===== src/rtl/lo_table_read_sequencer_if.sv =====
// Handshake/config bundle between the LO table read sequencer and its controller.
// The slave modport is the sequencer; the master modport drives configuration and strobes.
interface lo_table_read_sequencer_if #(
   parameter int unsigned ADDRESS_WIDTH = 10,
   parameter int unsigned WRAP_WIDTH    = 16
);
   logic                     enable;
   logic [ADDRESS_WIDTH-1:0] lastAddr;
   logic                     syncMode;
   logic                     oneShot;
   logic                     sync;
   logic                     clearStatus;
   logic [ADDRESS_WIDTH-1:0] rAddr;
   logic                     rdValid;
   logic                     rdFirst;
   logic                     running;
   logic [WRAP_WIDTH-1:0]    wrapCount;
   logic                     syncMisalign;

   modport master (
      output enable, lastAddr, syncMode, oneShot, sync, clearStatus,
      input  rAddr, rdValid, rdFirst, running, wrapCount, syncMisalign
   );

   modport slave (
      input  enable, lastAddr, syncMode, oneShot, sync, clearStatus,
      output rAddr, rdValid, rdFirst, running, wrapCount, syncMisalign
   );
endinterface


===== src/rtl/lo_table_read_sequencer.sv =====
// Read-address sequencer for the LO table RAM: one read per clock, programmable wrap,
// optional sync start/realign, and valid/first markers aligned to the RAM read latency.
module lo_table_read_sequencer #(
   parameter int unsigned ADDRESS_WIDTH = 10,
   parameter int unsigned RAM_LATENCY   = 1,
   parameter int unsigned WRAP_WIDTH    = 16
) (
   input logic                      clk,
   input logic                      reset,
   lo_table_read_sequencer_if.slave bus
);

   typedef enum logic [1:0] {
      StIdle  = 2'd0,
      StArmed = 2'd1,
      StRun   = 2'd2,
      StDone  = 2'd3
   } state_e;

   state_e                   state_q, state_d;
   logic [ADDRESS_WIDTH-1:0] addr_q, addr_d;
   logic [ADDRESS_WIDTH-1:0] last_q, last_d;
   logic                     sync_mode_q, sync_mode_d;
   logic                     one_shot_q, one_shot_d;
   logic [WRAP_WIDTH-1:0]    wrap_q, wrap_d;
   logic                     misalign_q, misalign_d;
   logic [RAM_LATENCY-1:0]   valid_q, first_q;

   logic issue, issue_first, at_last, wrap_inc, misalign_set;

   assign issue       = (state_q == StRun);
   assign issue_first = issue && (addr_q == '0);
   assign at_last     = (addr_q == last_q);

   always_comb begin
      state_d      = state_q;
      addr_d       = addr_q;
      last_d       = last_q;
      sync_mode_d  = sync_mode_q;
      one_shot_d   = one_shot_q;
      wrap_d       = wrap_q;
      misalign_d   = misalign_q;
      wrap_inc     = 1'b0;
      misalign_set = 1'b0;

      if (!bus.enable) begin
         state_d = StIdle;
         addr_d  = '0;
      end else begin
         unique case (state_q)
            StIdle: begin
               last_d      = bus.lastAddr;
               sync_mode_d = bus.syncMode;
               one_shot_d  = bus.oneShot;
               addr_d      = '0;
               state_d     = bus.syncMode ? StArmed : StRun;
            end
            StArmed: begin
               addr_d = '0;
               if (bus.sync) state_d = StRun;
            end
            StRun: begin
               // A sync landing on the last entry is just an ordinary wrap.
               if (sync_mode_q && bus.sync && !at_last) begin
                  addr_d       = '0;
                  misalign_set = 1'b1;
               end else if (at_last) begin
                  addr_d   = '0;
                  wrap_inc = 1'b1;
                  if (one_shot_q) state_d = StDone;
               end else begin
                  addr_d = addr_q + 1'b1;
               end
            end
            StDone: begin
               addr_d = '0;
            end
         endcase
      end

      if (bus.clearStatus) begin
         wrap_d     = '0;
         misalign_d = 1'b0;
      end else begin
         if (wrap_inc && (wrap_q != '1)) wrap_d = wrap_q + 1'b1;
         if (misalign_set) misalign_d = 1'b1;
      end
   end

   always_ff @(posedge clk or posedge reset) begin
      if (reset) begin
         state_q     <= StIdle;
         addr_q      <= '0;
         last_q      <= '0;
         sync_mode_q <= 1'b0;
         one_shot_q  <= 1'b0;
         wrap_q      <= '0;
         misalign_q  <= 1'b0;
      end else begin
         state_q     <= state_d;
         addr_q      <= addr_d;
         last_q      <= last_d;
         sync_mode_q <= sync_mode_d;
         one_shot_q  <= one_shot_d;
         wrap_q      <= wrap_d;
         misalign_q  <= misalign_d;
      end
   end

   // Delay line matching the RAM read latency; keeps draining after enable drops.
   always_ff @(posedge clk or posedge reset) begin
      if (reset) begin
         valid_q <= '0;
         first_q <= '0;
      end else begin
         valid_q[0] <= issue;
         first_q[0] <= issue_first;
         for (int i = 1; i < int'(RAM_LATENCY); i++) begin
            valid_q[i] <= valid_q[i-1];
            first_q[i] <= first_q[i-1];
         end
      end
   end

   assign bus.rAddr        = addr_q;
   assign bus.rdValid      = valid_q[RAM_LATENCY-1];
   assign bus.rdFirst      = first_q[RAM_LATENCY-1];
   assign bus.running      = (state_q == StRun);
   assign bus.wrapCount    = wrap_q;
   assign bus.syncMisalign = misalign_q;

endmodule

===== src/flat_wrapper.sv =====
// flat-port wrapper written by rule: the top's interface ports become plain ports
module lo_table_read_sequencer_flat 
#(
   parameter int unsigned ADDRESS_WIDTH = 10,
   parameter int unsigned RAM_LATENCY   = 1,
   parameter int unsigned WRAP_WIDTH    = 16
)
  (clk, reset, bus_enable, bus_lastAddr, bus_syncMode, bus_oneShot, bus_sync, bus_clearStatus, bus_rAddr, bus_rdValid, bus_rdFirst, bus_running, bus_wrapCount, bus_syncMisalign);
  lo_table_read_sequencer_if #(.ADDRESS_WIDTH(ADDRESS_WIDTH), .WRAP_WIDTH(WRAP_WIDTH)) bus_i ();
  input logic clk;
  input logic reset;
  input wire logic [$bits(bus_i.enable)-1:0] bus_enable;
  input wire logic [$bits(bus_i.lastAddr)-1:0] bus_lastAddr;
  input wire logic [$bits(bus_i.syncMode)-1:0] bus_syncMode;
  input wire logic [$bits(bus_i.oneShot)-1:0] bus_oneShot;
  input wire logic [$bits(bus_i.sync)-1:0] bus_sync;
  input wire logic [$bits(bus_i.clearStatus)-1:0] bus_clearStatus;
  output wire logic [$bits(bus_i.rAddr)-1:0] bus_rAddr;
  output wire logic [$bits(bus_i.rdValid)-1:0] bus_rdValid;
  output wire logic [$bits(bus_i.rdFirst)-1:0] bus_rdFirst;
  output wire logic [$bits(bus_i.running)-1:0] bus_running;
  output wire logic [$bits(bus_i.wrapCount)-1:0] bus_wrapCount;
  output wire logic [$bits(bus_i.syncMisalign)-1:0] bus_syncMisalign;
  assign bus_i.enable = bus_enable;
  assign bus_i.lastAddr = bus_lastAddr;
  assign bus_i.syncMode = bus_syncMode;
  assign bus_i.oneShot = bus_oneShot;
  assign bus_i.sync = bus_sync;
  assign bus_i.clearStatus = bus_clearStatus;
  assign bus_rAddr = bus_i.rAddr;
  assign bus_rdValid = bus_i.rdValid;
  assign bus_rdFirst = bus_i.rdFirst;
  assign bus_running = bus_i.running;
  assign bus_wrapCount = bus_i.wrapCount;
  assign bus_syncMisalign = bus_i.syncMisalign;
  lo_table_read_sequencer #(.ADDRESS_WIDTH(ADDRESS_WIDTH), .RAM_LATENCY(RAM_LATENCY), .WRAP_WIDTH(WRAP_WIDTH)) u_core (.clk(clk), .reset(reset), .bus(bus_i));
endmodule

===== config.mk =====
export PLATFORM = sky130hd
export DESIGN_NAME = lo_table_read_sequencer_flat
export DESIGN_NICKNAME = d
export VERILOG_FILES = /design/src/rtl/lo_table_read_sequencer_if.sv /design/src/rtl/lo_table_read_sequencer.sv /design/src/flat_wrapper.sv
export SDC_FILE = /design/constraint.sdc
export NUM_CORES = 1
export LEC_CHECK = 0
export ABC_AREA = 1
export ABC_CLOCK_PERIOD_IN_PS = 2000
export CAP_MARGIN = 15
export CELL_PAD_IN_SITES_DETAIL_PLACEMENT = 1
export CELL_PAD_IN_SITES_GLOBAL_PLACEMENT = 2
export CORE_UTILIZATION = 30
export CTS_CLUSTER_DIAMETER = 100
export CTS_CLUSTER_SIZE = 12
export DETAILED_ROUTE_END_ITERATION = 8
export GPL_TIMING_DRIVEN = 0
export HOLD_SLACK_MARGIN = 0.08
export PLACE_DENSITY_LB_ADDON = 0.08
export REMOVE_ABC_BUFFERS = 1
export SLEW_MARGIN = 5
export SYNTH_ARGS = -nofsm -noshare
export SYNTH_HDL_FRONTEND = slang
export SYNTH_SLANG_ARGS = --single-unit

===== constraint.sdc =====
create_clock -name clk -period 2 [get_ports clk]
set_input_delay 0.5 -clock clk [delete_from_list [all_inputs] [get_ports clk]]
set_output_delay 0.5 -clock clk [all_outputs]
set_load 0.02 [all_outputs]

==> results of run 1 <==
-- final cells by class --
| type | instances | area share (%) |
|---|---|---|
| Timing Repair Buffer | 52 | 17.0 |
| Sequential cell | 43 | 33.6 |
| Clock buffer | 6 | 2.26 |
| Multi-Input combinational cell | 230 | 37.4 |
| Tap cell | 102 | 3.98 |
| Inverter | 45 | 5.27 |
| Clock inverter | 2 | 0.390 |
-- timing repair --
action | CTS | global route
setup buffers | 3 | 2
hold endpoints to repair | 0 | 0
pin swaps | 1 | 1
resized for setup | 3 | 6
endpoints found under the setup margin | 13 | 20
hold buffers | 0 | 0
gates cloned | 0 | 0
-- flip-flops by register name, summed over array words and instances, names as in the netlist --
name                     count
u_core.bus.rAddr            10
u_core.bus.rdFirst           1
u_core.bus.rdValid           1
u_core.bus.syncMisalign      1
u_core.bus.wrapCount        16
u_core.last_q               10
u_core.one_shot_q            1
u_core.state_q               2
u_core.sync_mode_q           1
-- cell usage after synthesis (all sizes together) --
master  count
nand2      81
nor2       59
inv        44
dfrtp      43
nand3      28
a21oi      15
nor3       10
nand4       8
xor2        8
ha          7
clkbuf      4
mux2        4
nor3b       3
xnor2       3
buf         2
o21ai       2
clkinv      1
nor4        1
o21bai      1
-- per-stage QoR --
stage               util (%)  area [sq um]  total power [mW]
finish                  40.8          3200              2.49
global route            40.8          3200              2.70
CTS                     40.3          3160              2.54
detailed placement      38.7          3040              1.93
global placement        38.4          3020              1.90
floorplan                  -          2430              1.65
-- worst max path at each step --
| stage | start | depth (start not counted) | end | slack [ns] |
|---|---|---|---|---|
| 4_1_cts | u_core.bus.rAddr[0] | 1 | bus_rAddr[0] | 0.01 |
| 5_1_grt | bus_clearStatus | 5 | u_core.bus.wrapCount[14] | -0.04 |
| 6_report | u_core.state_q[0] | 3 | bus_running | 0.09 |
| 3_3_place_gp | reset | 2 | u_core.bus.wrapCount[1] | -0.63 |
| 2_1_floorplan | u_core.bus.wrapCount[0] | 9 | u_core.bus.wrapCount[2] | 0.02 |
| 3_5_place_dp | bus_enable | 7 | u_core.bus.wrapCount[10] | -0.52 |
-- metal layers --
layer	share of wire, %	global-route usage, %
met5	0	0
met4	1.5	4.74
met3	2.8	2.71
met2	52	31.3
met1	44	21.1
-- where the power goes --
group	internal, mW	total, mW	switching, mW	leakage [nW]
combinational	0.340	0.805	0.465	0.833
clock	0.245	0.558	0.313	0.0412
sequential	1.03	1.13	0.0961	0.561
-- kinds of logic (layout without fill, tap and decap cells) --
kind of cell | count (synthesis) | count (layout) | share of synthesized area (%)
AND/OR/NAND/NOR | 190 | 190 | 34.6
buffers and inverters | 51 | 105 | 8.84
flip-flops | 43 | 43 | 43.4
AO/OA/AOI/OAI | 18 | 18 | 3.89
XOR/XNOR | 11 | 11 | 3.89
adder cells (fa/ha/maj) | 7 | 7 | 3.54
multiplexers | 4 | 4 | 1.82
==> impl_metrics.env, run 1 <==
export IMPL_rsz0062_at_grt="true"
export IMPL_relSlewSlack_pct=65.8
export IMPL_crit_buf_inv=2
export IMPL_fill_cells=983
export IMPL_synth_cells=324
export IMPL_synth_cell_types=27
export IMPL_hold_viol=0
export IMPL_leakagePower_nw=1.44
export IMPL_layout_nets=401
export IMPL_mostFrequentLayoutCells="80 x nand2_1, 55 x nor2_1, 44 x clkdlybuf4s50_1"
export IMPL_dieArea_sq_um=8630
export IMPL_die_w_um=92.9
export IMPL_worstSetupEndpointType="primary output"
export IMPL_placedCellCount=467
export IMPL_cts_htree_levels=2
export IMPL_slowest_delay_ns=0.41
export IMPL_achievable_frequency_mhz=523
export IMPL_status="finished clean"
export IMPL_drt_initial_drc_count=42
export IMPL_row_count=32
export IMPL_clock_path_buffers=2
export IMPL_ir_drop_mv=0.227
export IMPL_synth_seq_area_share_pct=43.4
export IMPL_path_clk_slew_ns=0.09
export IMPL_synth_area_sq_um=2480
export IMPL_skew_ns=0.00898
export IMPL_antenna_found_initial=0
export IMPL_synth_seq_cells=43
export IMPL_vias_per_cell=4.64
export IMPL_grt_pass1_wl_um=11700
export IMPL_criticalPathCategory="reg -> out"
export IMPL_reg2reg_depth=10
export IMPL_grt_use_total_pct=17.3
export IMPL_diodes=0
export IMPL_wirelength_um=6640
export IMPL_final_common_cell="nand2_1"
export IMPL_cp_arrival_ns=1.41
export IMPL_final_cells=480
export IMPL_max_slew_worst_pin_slew_ns=0.512
export IMPL_setup_viol=0
export IMPL_cts_tree="done"
export IMPL_holdWs_ns=0.451
export IMPL_setup_ws_ns=0.0878
export IMPL_die_h_um=92.9
export IMPL_cp_slowest_cell="dfrtp_1"
export IMPL_r2r_start="u_core.bus.wrapCount[1]"
export IMPL_core_sq_um=7850
export IMPL_syn_area_per_cell_sq_um=7.65
export IMPL_drv_cap=0
export IMPL_area_growth_pct=29.3
export IMPL_initial_utilization_pct=31.6
export IMPL_insertion_delay_ns=0.29
export IMPL_drcViolationCount=0
export IMPL_ioPinCount=47
export IMPL_io_buffers=46
export IMPL_grt_max_degree=35
export IMPL_drv_slew=0
export IMPL_layout_drive_gt1_share_pct=10.8
export IMPL_globalplace_congestion=0.804
export IMPL_period_needed_ns=1.91
export IMPL_synth_area_leader_cell="dfrtp_1"
export IMPL_critical_path_top_delay_family="buffers and inverters"
export IMPL_setup_tns_ns=0
export IMPL_yosys_warnings=0
export IMPL_root_buffer="clkbuf_8"
export IMPL_dr_pass1_iters=4
export IMPL_worst_ep_required_time_ns=1.50
export IMPL_wl_per_cell_um=13.8
export IMPL_synthTopCellsByArea="dfrtp_1 43%, nand2_1 12%, nor2_1 8.5%"
export IMPL_cp_cell_sequence="inv_1, ha_2, clkdlybuf4s15_1"
export IMPL_fin_crit_sh_pct=95.6
export IMPL_route_vias_total=2225
export IMPL_first_global_vias=2373
export IMPL_pre_cts_ws_ns=-0.521
export IMPL_numCtsBuffers=5
export IMPL_ff2ff_setup_slack_ns=0.13
export IMPL_grt_overflow=0
export IMPL_seq_area_sq_um=1080
export IMPL_antenna_left=0
export IMPL_hp_class="in -> async"
export IMPL_critPathLaunchType="register"
export IMPL_multiInputGateArea_sq_um=1200
export IMPL_yosysTopAreaCellShare_pct=43.4
export IMPL_reg2reg_to="u_core.bus.wrapCount[0]"
export IMPL_dpl_hpwl_um=4910
export IMPL_crit_fanout=5
export IMPL_p_per_area_nw_per_um2=777
export IMPL_numClockSinks=43
Power figures use the tool's default switching activity.
==> inputs of run 2 (changes only) <==
CTS_BUF_LIST = sky130_fd_sc_hd__clkbuf_4 sky130_fd_sc_hd__clkbuf_8 sky130_fd_sc_hd__clkbuf_16   (was unset)
==> run 2 against run 1 <==
Against the previous run: count of clock-buffer cells in the layout is the same; routed wire length is the same; critical path depth is the same; sequential share of layout area is essentially flat; sequential cell count is the same; global-route usage is the same; via count is the same; worst setup slack is essentially flat; first-iteration DRC count is the same; register-to-register slack is essentially flat; largest cell class unchanged.
==> impl_metrics.env, run 2 (synthesis gave the netlist of run 1 again) <==
export IMPL_status="finished clean"
export IMPL_final_common_cell="nand2_1"
export IMPL_route_vias_total=2225
export IMPL_dieArea_sq_um=8630
export IMPL_grt_overflow=0
export IMPL_setup_viol=0
export IMPL_p_per_area_nw_per_um2=780
export IMPL_die_w_um=92.9
export IMPL_startpoint="u_core.state_q[0]"
export IMPL_io_buffers=46
export IMPL_numCtsBuffers=5
export IMPL_crit_end="bus_running"
export IMPL_ir_drop_mv=0.227
export IMPL_layout_nets=401
export IMPL_path_clk_slew_ns=0.09
export IMPL_reg2reg_to="u_core.bus.wrapCount[0]"
export IMPL_slowest_delay_ns=0.41
export IMPL_dpl_hpwl_um=4910
export IMPL_grt_use_total_pct=17.3
export IMPL_grt_pass1_wl_um=11700
export IMPL_worst_ep_required_time_ns=1.50
export IMPL_criticalPathCategory="reg -> out"
export IMPL_clock_path_buffers=2
export IMPL_reg2reg_depth=10
export IMPL_fin_area_sq_um=3210
export IMPL_antenna_found_initial=0
export IMPL_cts_htree_levels=2
export IMPL_hold_viol=0
export IMPL_hp_class="in -> async"
export IMPL_worstSetupEndpointType="primary output"
export IMPL_setup_tns_ns=0
export IMPL_first_global_vias=2373
export IMPL_insertion_delay_ns=0.29
export IMPL_period_needed_ns=1.91
export IMPL_wirelength_um=6640
export IMPL_r2r_start="u_core.bus.wrapCount[1]"
export IMPL_final_cells=480
export IMPL_holdWs_ns=0.451
export IMPL_antenna_left=0
export IMPL_row_count=32
export IMPL_numClockSinks=43
export IMPL_diodes=0
export IMPL_globalplace_congestion=0.804
export IMPL_cp_cell_sequence="inv_1, ha_2, clkdlybuf4s15_1"
export IMPL_placedCellCount=467
export IMPL_initial_utilization_pct=31.6
export IMPL_core_sq_um=7850
export IMPL_skew_ns=0.00898
export IMPL_ioPinCount=47
export IMPL_wl_per_cell_um=13.8
export IMPL_cts_tree="done"
export IMPL_mostFrequentLayoutCells="80 x nand2_1, 55 x nor2_1, 44 x clkdlybuf4s50_1"
export IMPL_ff2ff_setup_slack_ns=0.13
export IMPL_relSlewSlack_pct=65.8
export IMPL_rsz0062_at_grt="true"
export IMPL_cp_slowest_cell="dfrtp_1"
export IMPL_critical_path_top_delay_family="buffers and inverters"
export IMPL_drv_slew=0
export IMPL_drt_initial_drc_count=42
export IMPL_cts_hold_buffers=0
export IMPL_cp_arrival_ns=1.41
export IMPL_area_growth_pct=29.5
export IMPL_power_total_mw=2.50
export IMPL_leakagePower_nw=1.44
export IMPL_critPathLaunchType="register"
export IMPL_vias_per_cell=4.64
export IMPL_layout_drive_gt1_share_pct=11.1
export IMPL_largest_reg_flops=16
export IMPL_crit_buf_inv=2
export IMPL_die_h_um=92.9
export IMPL_dpl_instance_area_sq_um=3040
export IMPL_fin_crit_sh_pct=95.6
export IMPL_fill_cells=982
export IMPL_drcViolationCount=0
export IMPL_grt_max_degree=35
export IMPL_multiInputGateArea_sq_um=1200
export IMPL_achievable_frequency_mhz=523
export IMPL_dr_pass1_iters=4
export IMPL_max_slew_worst_pin_slew_ns=0.512
export IMPL_crit_cells=3
export IMPL_seq_area_sq_um=1080
export IMPL_crit_fanout=5
export IMPL_root_buffer="clkbuf_8"
export IMPL_drv_cap=0
[run 2: changes by cell type in the layout (fill, tap and decap cells not counted)]
cell	delta
clkbuf_4	+1
clkbuf_1	-1
[run 2: area by class of cell]
cell class,instances,share of cell area (%)
multi-input cells,230,37.4
flip-flops and latches,43,33.6
repair buffers,52,17.0
inverters,45,5.27
well taps,102,3.98
clock buffers,6,2.38
clock inverters,2,0.390
[run 2: routing by layer]
layer	up-vias	global-route usage, %	share of wire [%]
met2	30	31.3	52
met3	6	2.71	2.8
met5	-	0	0
met1	1074	21.1	44
li1	1115	-	-
met4	0	4.74	1.5
[run 2: what timing repair did]
item | 4_1_cts | 5_1_grt
buffers inserted | 3 | 2
pin swaps | 1 | 1
setup endpoints to repair | 13 | 20
resized for setup | 3 | 6
[run 2: worst min path at each step]
stage	slack (ns)	endpoint	startpoint	cells after the start
6_report	0.45	u_core.bus.wrapCount[5]	reset	2
4_1_cts	0.45	u_core.bus.wrapCount[5]	reset	2
2_1_floorplan	0.47	u_core.state_q[0]	u_core.state_q[0]	2
5_1_grt	0.48	u_core.bus.wrapCount[5]	reset	2
3_3_place_gp	0.49	u_core.sync_mode_q	u_core.sync_mode_q	1
3_5_place_dp	0.50	u_core.bus.syncMisalign	u_core.bus.syncMisalign	2
[run 2: per-stage QoR]
step | setup WS, ns | util (%)
finish | 0.0875 | 40.9
global route | -0.0440 | 40.9
CTS | 0.0137 | 40.4
detailed placement | -0.521 | 38.7
global placement | -0.625 | 38.4
floorplan | 0.0216 | -
[run 2: report_power, final]
| part | leakage (nW) | internal [mW] | total, mW | switching, mW |
|---|---|---|---|---|
| Combinational | 0.833 | 0.340 | 0.805 | 0.465 |
| Clock | 0.0446 | 0.258 | 0.571 | 0.313 |
| Sequential | 0.561 | 1.03 | 1.13 | 0.0961 |
| Total | 1.44 | 1.63 | 2.50 | 0.874 |
==> inputs of run 3 (changes only) <==
SLEW_MARGIN = 10   (was 5)
==> results of run 3 <==
Same layout as run 2: the final DEF is identical, and so are final timing and power.
